===== src/rtl/nibble_serial_adder_if.sv =====
// nibble_serial_adder_if: operand/result handshake bundle
// for the nibble-serial adder, sized by NIBBLES.
interface nibble_serial_adder_if #(
    parameter int NIBBLES = 4
) ();
    localparam int W = 4 * NIBBLES;

    logic         in_valid;
    logic         in_ready;
    logic [W-1:0] a;
    logic [W-1:0] b;
    logic         cin;
    logic         out_valid;
    logic         out_ready;
    logic [W-1:0] s;
    logic         co;
    logic         ovf;
    logic         busy;

    modport master (
        output in_valid, a, b, cin, out_ready,
        input  in_ready, out_valid, s, co, ovf, busy
    );

    modport slave (
        input  in_valid, a, b, cin, out_ready,
        output in_ready, out_valid, s, co, ovf, busy
    );
endinterface


===== src/rtl/nibble_serial_adder.sv =====
// nibble_serial_adder: W-bit adder rippling one 4-bit slice
// per cycle, LSB first, behind valid/ready on both sides.
module nibble_serial_adder #(
    parameter int NIBBLES = 4
) (
    input  logic                 clk,
    input  logic                 rst_n,
    nibble_serial_adder_if.slave bus
);
    localparam int W  = 4 * NIBBLES;
    localparam int IW = $clog2(NIBBLES);
    localparam logic [IW-1:0] LAST = IW'(NIBBLES - 1);

    if (NIBBLES < 2 || NIBBLES > 8) begin : g_bad_param
        $error("NIBBLES must be in 2..8");
    end

    typedef enum logic [1:0] {
        IDLE,
        CALC,
        DONE
    } state_t;

    state_t        r_state;
    logic [W-1:0]  r_a;
    logic [W-1:0]  r_b;
    logic [W-1:0]  r_s;
    logic [IW-1:0] r_idx;
    logic          r_carry;
    logic          r_co;
    logic          r_ovf;
    logic          r_out_valid;
    logic          r_in_ready;
    logic          r_busy;

    logic [IW+1:0] w_lo;
    logic [3:0]    w_a_nib;
    logic [3:0]    w_b_nib;
    logic [4:0]    w_slice;

    assign w_lo    = {r_idx, 2'b00};
    assign w_a_nib = r_a[w_lo +: 4];
    assign w_b_nib = r_b[w_lo +: 4];
    assign w_slice = {1'b0, w_a_nib} + {1'b0, w_b_nib}
                   + {4'b0000, r_carry};

    assign bus.in_ready  = r_in_ready;
    assign bus.out_valid = r_out_valid;
    assign bus.s         = r_s;
    assign bus.co        = r_co;
    assign bus.ovf       = r_ovf;
    assign bus.busy      = r_busy;

    // Control FSM and datapath; every output is registered here.
    always_ff @(posedge clk or negedge rst_n) begin
        if (!rst_n) begin
            r_state     <= IDLE;
            r_a         <= '0;
            r_b         <= '0;
            r_s         <= '0;
            r_idx       <= '0;
            r_carry     <= 1'b0;
            r_co        <= 1'b0;
            r_ovf       <= 1'b0;
            r_out_valid <= 1'b0;
            r_in_ready  <= 1'b1;
            r_busy      <= 1'b0;
        end else begin
            unique case (r_state)
                IDLE: begin
                    if (bus.in_valid) begin
                        r_a        <= bus.a;
                        r_b        <= bus.b;
                        r_carry    <= bus.cin;
                        r_idx      <= '0;
                        r_in_ready <= 1'b0;
                        r_busy     <= 1'b1;
                        r_state    <= CALC;
                    end
                end
                CALC: begin
                    r_s[w_lo +: 4] <= w_slice[3:0];
                    r_carry        <= w_slice[4];
                    if (r_idx == LAST) begin
                        // carry into MSB is a^b^s at bit W-1
                        r_co        <= w_slice[4];
                        r_ovf       <= r_a[W-1] ^ r_b[W-1]
                                     ^ w_slice[3] ^ w_slice[4];
                        r_out_valid <= 1'b1;
                        r_state     <= DONE;
                    end else begin
                        r_idx <= r_idx + IW'(1);
                    end
                end
                DONE: begin
                    if (bus.out_ready) begin
                        r_out_valid <= 1'b0;
                        r_in_ready  <= 1'b1;
                        r_busy      <= 1'b0;
                        r_state     <= IDLE;
                    end
                end
                default: begin
                    r_state <= IDLE;
                end
            endcase
        end
    end
endmodule


===== src/flat_wrapper.sv =====
// flat-port wrapper written by rule: the top's interface ports become plain ports
module nibble_serial_adder_flat 
#(
    parameter int NIBBLES = 4
)
  (clk, rst_n, bus_in_valid, bus_a, bus_b, bus_cin, bus_out_ready, bus_in_ready, bus_out_valid, bus_s, bus_co, bus_ovf, bus_busy);
  nibble_serial_adder_if #(.NIBBLES(NIBBLES)) bus_i ();
  input  logic clk;
  input  logic rst_n;
  input wire logic [$bits(bus_i.in_valid)-1:0] bus_in_valid;
  input wire logic [$bits(bus_i.a)-1:0] bus_a;
  input wire logic [$bits(bus_i.b)-1:0] bus_b;
  input wire logic [$bits(bus_i.cin)-1:0] bus_cin;
  input wire logic [$bits(bus_i.out_ready)-1:0] bus_out_ready;
  output wire logic [$bits(bus_i.in_ready)-1:0] bus_in_ready;
  output wire logic [$bits(bus_i.out_valid)-1:0] bus_out_valid;
  output wire logic [$bits(bus_i.s)-1:0] bus_s;
  output wire logic [$bits(bus_i.co)-1:0] bus_co;
  output wire logic [$bits(bus_i.ovf)-1:0] bus_ovf;
  output wire logic [$bits(bus_i.busy)-1:0] bus_busy;
  assign bus_i.in_valid = bus_in_valid;
  assign bus_i.a = bus_a;
  assign bus_i.b = bus_b;
  assign bus_i.cin = bus_cin;
  assign bus_i.out_ready = bus_out_ready;
  assign bus_in_ready = bus_i.in_ready;
  assign bus_out_valid = bus_i.out_valid;
  assign bus_s = bus_i.s;
  assign bus_co = bus_i.co;
  assign bus_ovf = bus_i.ovf;
  assign bus_busy = bus_i.busy;
  nibble_serial_adder #(.NIBBLES(NIBBLES)) u_core (.clk(clk), .rst_n(rst_n), .bus(bus_i));
endmodule

===== config.mk =====
export PLATFORM = sky130hd
export DESIGN_NAME = nibble_serial_adder_flat
export DESIGN_NICKNAME = d
export VERILOG_FILES = /design/src/rtl/nibble_serial_adder_if.sv /design/src/rtl/nibble_serial_adder.sv /design/src/flat_wrapper.sv
export SDC_FILE = /design/constraint.sdc
export NUM_CORES = 1
export LEC_CHECK = 0
export BUFFER_PORTS_ARGS = -buffer_cell sky130_fd_sc_hd__buf_4
export CAP_MARGIN = 30
export CORE_MARGIN = 5
export CORE_UTILIZATION = 25
export DETAILED_ROUTE_END_ITERATION = 6
export PLACE_DENSITY = 0.55
export SETUP_SLACK_MARGIN = 0.05
export SLEW_MARGIN = 0
export SYNTH_ARGS = -nofsm -noshare
export SYNTH_HDL_FRONTEND = slang
export SYNTH_SLANG_ARGS = --single-unit

===== constraint.sdc =====
create_clock -name clk -period 8.19 [get_ports clk]
set_input_delay 1.638 -clock clk [delete_from_list [all_inputs] [get_ports clk]]
set_output_delay 1.638 -clock clk [all_outputs]
set_load 0.01 [all_outputs]

==> run metrics, run 1 <==
number of global-route vias before repair 1968; die width 114 um; worst rel slew slack 46.9%; Pint 923 uW; Num CTS Buffers 9; Reg2Reg Depth 7; commonest non-fill, non-tap cells in the layout 58 x buf_4, 57 x dfrtp_1, 32 x mux2_1; clock sink total 58; part of the power in combinational logic 51.4%; Overflow after GRT 0; Least-Margin Pin Slew 0.796 ns; endpoints failing hold 0; H-tree depth 3; post-CTS sizing 0; PwrDens 445 mW/mm^2; Post-Route WL 5990 um; main combinational cell family by area after synthesis multiplexers; Die ar. 0.0130 sq mm; Synth Net Count 242; I/O pin count 58; Reg-to-Reg Start u_core.r_idx[0]; Final Net Count 304; HP Class reg -> reg; hpwl dp 4450 um; syn_area_per_cell 13.9 sq um; Clk network pwr share 14.5%; Remaining DRCs 0; row cnt 38; critical-path cell list mux4_2 > fa_1 > fa_1 > a21o_1 > a211oi_1 > a211oi_1 > o31ai_1; Synth Area in Adders 5.66%; Sw Ratio 39.4%; hold endpoint u_core.r_a[9]; WP buf/inv 0; Max Cap Viol 0; largest cells by area after synthesis dfrtp_1 53%, mux2_1 13%, mux4_2 6.7%; slack of the critical path 4.87 ns; top-area cell type share of the netlist area 52.9%; Worst setup EP type register; leakage power 0.00156 uW; Total Negative Setup Slacks 0 ns; critical path class reg -> reg; slowest stage cell on the critical path dfrtp_1; Worst VDD drop 154 uV; sequential share of the synthesized area 53.9%; initial antenna violation count 0; global-route wire length before repair 10000 um; Compound-Gate Fraction of Synth Area 10.4%; cell taking the most area after synthesis dfrtp_1; post-synthesis mux area share 20.5%; Final Critical Period 3.32 ns; status finished, final reports clean; reg2reg end u_core.bus.ovf; core area 0.0107 sq mm; GP Congestion 0.774; Seq cells post-synth 58; share of cells above drive strength 1 33.7%; most common cell after layout, fill and taps aside buf_4; detailed-route wire length per cell 14.9 um; port buffer count 57; Worst Setup Slack post-DPL 4.89 ns; Synth Area in XOR/XNOR 0.650%; WP data arrival 3.54 ns; Vias 1772; RSZ-0062 raised after global routing false; hold path start u_core.r_a[9]; gr usage total 9.93%; router iterations before antenna repair 4; CP max FO 15; Clock Latency Late Sink 0.33 ns; CTS max path bufs 2; max-slew violation count 0; DRT iter0 DRCs 43; largest net degree at the start of global routing 59; worst clock skew 0.00796 ns; Post-CTS Setup Inserts 0; Psw 600 uW; Initial Util 25.2%; worst path required time 8.41 ns; Layout area overhead 27.2%; CTS root buffer clkbuf_8; Mapped Area 0.00270 sq mm; Synth Warn # 0; n_diodes 0; crit-path max cell delay 0.86 ns; Reg clk slew, reported paths 0.06 ns; Final period util 40.5%; DRT antenna net count 0; CP startpoint kind register; number of distinct library cells after synthesis 37; Worst R2R Setup Slack 4.87 ns; Worst Hold Depth 1; family with the most delay on the worst path adder cells; Post-CTS Hold Buffers 0; Post-Syn Instances 194; highest clock rate 0.301 GHz; DR vias/cell 4.42; Final setup viols 0; Seq pwr share 34.0%; Die Y 114 um; simple-gate portion of the synthesized area 6.55%; TritonCTS clock tree done
[power groups by stage]
stage	clock network, uW	logic [uW]	registers, uW
floorplan	0	592	489
global placement	0	787	524
detailed placement	0	798	528
CTS	230	803	522
global route	240	879	539
finish	222	784	519
[cell usage after synthesis (all sizes together)]
master,instances
mux2,33
xor2,1
o211a,1
nand3,2
a21o,2
xnor2,1
a211oi,2
nand2,10
nor3,1
nand2b,1
or3,1
nor2,8
clkbuf,1
nor2b,2
buf,6
a21boi,1
dfstp,1
o21ai,5
dfrtp,57
and2,1
o31ai,2
and3,1
ha,9
a21oi,9
fa,2
a22o,16
mux4,8
inv,6
and4,2
o22ai,1
nor4,1
[worst max path at each step]
stage / startpoint / end / slack (ns) / depth (start not counted)
5_1_grt: u_core.r_idx[0] / u_core.bus.ovf / 4.68 / 7
3_5_place_dp: u_core.r_idx[0] / u_core.bus.ovf / 4.89 / 7
4_1_cts: u_core.r_idx[0] / u_core.bus.ovf / 4.83 / 7
6_report: u_core.r_idx[0] / u_core.bus.ovf / 4.87 / 7
2_1_floorplan: u_core.r_idx[0] / u_core.bus.ovf / 5.27 / 8
3_3_place_gp: u_core.r_idx[0] / u_core.bus.ovf / 5.00 / 7
[sequential cells by signal (all words and copies together) (netlist names)]
name                  count
u_core.bus.co             1
u_core.bus.s             16
u_core.r_state            2
u_core.bus.out_valid      1
u_core.bus.in_ready       1
u_core.r_idx              2
u_core.r_b               16
u_core.bus.busy           1
u_core.r_carry            1
u_core.r_a               16
u_core.bus.ovf            1
[logic make-up (layout without fill, tap and decap cells)]
logic type / after synthesis / count (layout)
AOI/OAI and AO/OA: 39 / 39
xor gates and xnor gates: 2 / 2
adders and majority gates: 11 / 11
buffers and inverters: 13 / 80
DFF: 58 / 58
muxes: 41 / 41
and+or+nand+nor: 30 / 30
[layout make-up]
class / instances / area (sq um)
clock buffer: 13 / 149
sequential: 58 / 1450
fill: 1121 / 7270
timing repair buffer: 58 / 435
tap: 140 / 175
multi-input combinational: 123 / 1180
clock inverter: 3 / 15.0
inverter: 6 / 22.5
[per-stage QoR]
stage / hold WS, ns / area [sq um] / cells / utilization (%) / total power (uW)
3_5_place_dp: 0.475 / 3260 / 385 / 30.5 / 1330
6_report: 0.484 / 3430 / 401 / 32.0 / 1520
3_3_place_gp: 0.463 / 3260 / 385 / 30.5 / 1310
2_1_floorplan: 0.452 / 2700 / 194 / - / 1080
5_1_grt: 0.509 / 3430 / 401 / 32.0 / 1660
4_1_cts: 0.489 / 3430 / 401 / 32.0 / 1560
[layer usage]
metal	routed length, um	up-vias	global-route usage [%]	part of all wire, %
met5	0	-	0	0
met4	68	0	3.33	1.1
met3	428	7	3.77	7.1
met2	2750	48	15.5	46
met1	2740	877	12.7	46
li1	-	840	-	-
Power figures use the tool's default switching activity.
==> inputs of run 2 (changes only) <==
--- a/config.mk
+++ b/config.mk
@@ -5,6 +5,7 @@
 export SDC_FILE = /design/constraint.sdc
 export NUM_CORES = 1
 export LEC_CHECK = 0
+export ABC_AREA = 1
 export BUFFER_PORTS_ARGS = -buffer_cell sky130_fd_sc_hd__buf_4
 export CAP_MARGIN = 30
 export CORE_MARGIN = 5
==> constraint.sdc (replaced) <==
create_clock -name clk -period 3.5 [get_ports clk]
set_input_delay 0.7 -clock clk [delete_from_list [all_inputs] [get_ports clk]]
set_output_delay 0.7 -clock clk [all_outputs]
set_load 0.01 [all_outputs]
==> run 2 against run 1 <==
Effect of this change:
- first-iteration DRC count up 60%
- area after synthesis is 3.1% higher
- register-to-register slack worse by 4.1 ns
- sequential share of layout area decreased by 1.2 points
- sequential power up 120%
- clock power grew to 2.6 times the previous value
- final cell count increased by 36%
- critical endpoint is now u_core.bus.s[6]
- largest power group unchanged
- highest routed layer unchanged
==> run metrics, run 2 <==
Reg2Reg Depth 9 (+2); I/O pin count 58 (unchanged); Hold WS 0.423 ns (-0.0611 ns); n_diodes 0 (unchanged); leakage power 0.00183 uW (+18%); CP max FO 12 (-3); critical path class reg -> reg; largest net degree at the start of global routing 59 (unchanged); Initial Util 25.5% (+0.32 points); Least-Margin Pin Slew 0.731 ns (-0.0653 ns); Post-CTS Setup Inserts 0 (unchanged); Synth Net Count 389 (+61%); clock sink total 58 (unchanged); Die Y 115 um (+1.4%); Die ar. 0.0133 sq mm (+2.8%); Seq cells post-synth 58 (unchanged); area occupied by registers 0.00145 sq mm (unchanged); RSZ-0062 raised after global routing false; Post-CTS Hold Buffers 0 (unchanged); TritonCTS clock tree done; worst path required time 3.71 ns (-4.70 ns); Synth Warn # 0 (unchanged); row cnt 38 (unchanged); core area 0.0109 sq mm (+1.8%); share of cells above drive strength 1 19.3% (-14 points); number of global-route vias before repair 2393 (+22%); largest cells by area after synthesis dfrtp_1 51%, nand2_1 18%, o21ai_0 8.5%; HP Class in -> async; router iterations before antenna repair 4 (unchanged); Total Negative Setup Slacks 0 ns (unchanged); Vias 2324 (+31%); Worst VDD drop 290 uV (+89%); Final Net Count 448 (+47%); Final period util 77.5% (+37 points); commonest non-fill, non-tap cells in the layout 133 x nand2_1, 59 x buf_4, 57 x dfrtp_1; worst clock skew 0.0101 ns (+0.00216 ns); die width 115 um (+1.4%); Final setup viols 0 (unchanged); gr usage total 11.4% (+1.5 points); Layout fillers 1167 (+4.1%); DR vias/cell 4.27 (-3.3%); CTS root buffer clkbuf_8; Overflow after GRT 0 (unchanged); syn_area_per_cell 8.15 sq um (-41%); PwrDens 991 mW/mm^2 (+120%); cell area after layout 0.00353 sq mm (+3.0%); port buffer count 57 (unchanged); Final Critical Period 2.71 ns (-0.606 ns); Mapped Area 0.00278 sq mm (+3.1%); max-slew violation count 0 (unchanged); synth cell count leaders 133 x nand2_1, 57 x dfrtp_1, 47 x o21ai_0; most common cell after layout, fill and taps aside nand2_1; endpoints failing hold 0 (unchanged); Async SR Flop Fraction 100% (unchanged); cell taking the most area after synthesis dfrtp_1; Worst R2R Setup Slack 0.79 ns (-4.08 ns); Post-Syn Instances 341 (+76%); EDFF count, synth 0 (unchanged); GP Congestion 0.881 (+14%); Reg-to-Reg Start u_core.r_idx[1]; Remaining DRCs 0 (unchanged); CTS max path bufs 2 (unchanged); hpwl dp 5280 um (+19%); H-tree depth 3 (unchanged); Layout area overhead 27.2% (about the same); Multi-input gate area 0.00118 sq mm (unchanged); top-area cell type share of the netlist area 51.4% (-1.6 points); Post-Route WL 7030 um (+17%); Primary FF master, synth dfrtp_1; global-route wire length before repair 11800 um (+18%); post-CTS sizing 0 (unchanged); number of distinct library cells after synthesis 21 (-43%); Num CTS Buffers 9 (unchanged); detailed-route wire length per cell 12.9 um (-14%); worst rel slew slack 51.3% (+4.4 points); DRT antenna net count 0 (unchanged); DRT iter0 DRCs 69 (+60%); DP Area 0.00334 sq mm (+2.4%); Worst setup EP type register; initial antenna violation count 0 (unchanged); WP data arrival 2.93 ns (-0.61 ns); Clock Latency Late Sink 0.34 ns (about the same); CP startpoint kind register; sequential share of the synthesized area 52.3% (-1.6 points); reg2reg end u_core.bus.s[6]; highest clock rate 0.369 GHz (+22%); status finished, final reports clean; Max Cap Viol 0 (unchanged); top-count cell post-synth nand2_1; Reg clk slew, reported paths 0.07 ns (about the same)
## run 2: cell count changes after synthesis, moves of 16 or more
| cell | previous run | this run |
|---|---|---|
| nor2_1 | 7 | 24 |
| mux2_1 | 32 | 0 |
| o21ai_0 | 2 | 47 |
| a22o_1 | 16 | 0 |
| nand2_1 | 9 | 133 |
| inv_1 | 6 | 23 |
## run 2: kinds of logic after synthesis
group / share of synthesized area, %
simple gates: 25.0
compound gates: 11.7
flops: 52.3
buf+inv: 5.27
fa+ha+maj: 5.50
xor+xnor: 0.315
## run 2: final cells by class
cell class                 count  share of cell area, %
sequential                    58                   41.1
tap                          140                   4.96
multi-input combinational    247                   33.4
inverter                      25                   2.66
timing repair buffer          59                   12.5
clock buffer                  13                   5.07
clock inverter                 2                  0.283
## run 2: worst max-delay path: stages, from the launching register on
cell and delay [ns]:
dfrtp_1 0.54, clkinv_1 0.35, o21ai_0 0.16, o22ai_1 0.13, fa_1 0.46, fa_1 0.42
xnor2_1 0.31, nor2_1 0.08, nand2_1 0.08, o21ai_0 0.07
## run 2: where the power goes
| group | internal [uW] | switching, uW |
|---|---|---|
| clock network | 328 | 257 |
| logic | 640 | 1110 |
| registers | 957 | 203 |
| total | 1930 | 1570 |
## run 2: through the flow
| stage | std cells | setup WS [ns] | power (uW) | utilization [%] |
|---|---|---|---|---|
| global placement | 529 | 0.949 | 2900 | 30.7 |
| detailed placement | 529 | 0.826 | 2940 | 30.7 |
| global route | 544 | 0.534 | 3870 | 32.4 |
| CTS | 544 | 0.817 | 3540 | 32.4 |
| floorplan | 341 | 1.06 | 2350 | - |
| finish | 544 | 0.786 | 3500 | 32.4 |
## run 2: metal layers
| layer | part of all wire [%] | vias to the layer above | GRT usage, % |
|---|---|---|---|
| met5 | 0 | - | 0 |
| met2 | 45 | 55 | 16.7 |
| met3 | 5.6 | 9 | 3.84 |
| met4 | 1.4 | 0 | 3.76 |
| met1 | 48 | 1047 | 15.8 |
| li1 | - | 1213 | - |
## run 2: worst max path at each step
| stage | startpoint | endpoint | slack (ns) | depth (start not counted) |
|---|---|---|---|---|
| floorplan | u_core.r_idx[0] | u_core.bus.ovf | 1.06 | 14 |
| global placement | u_core.r_idx[1] | u_core.bus.s[6] | 0.95 | 9 |
| detailed placement | u_core.r_idx[1] | u_core.bus.s[14] | 0.83 | 9 |
| CTS | u_core.r_idx[1] | u_core.bus.s[6] | 0.82 | 9 |
| global route | u_core.r_idx[1] | u_core.bus.ovf | 0.53 | 12 |
| finish | u_core.r_idx[1] | u_core.bus.s[6] | 0.79 | 9 |
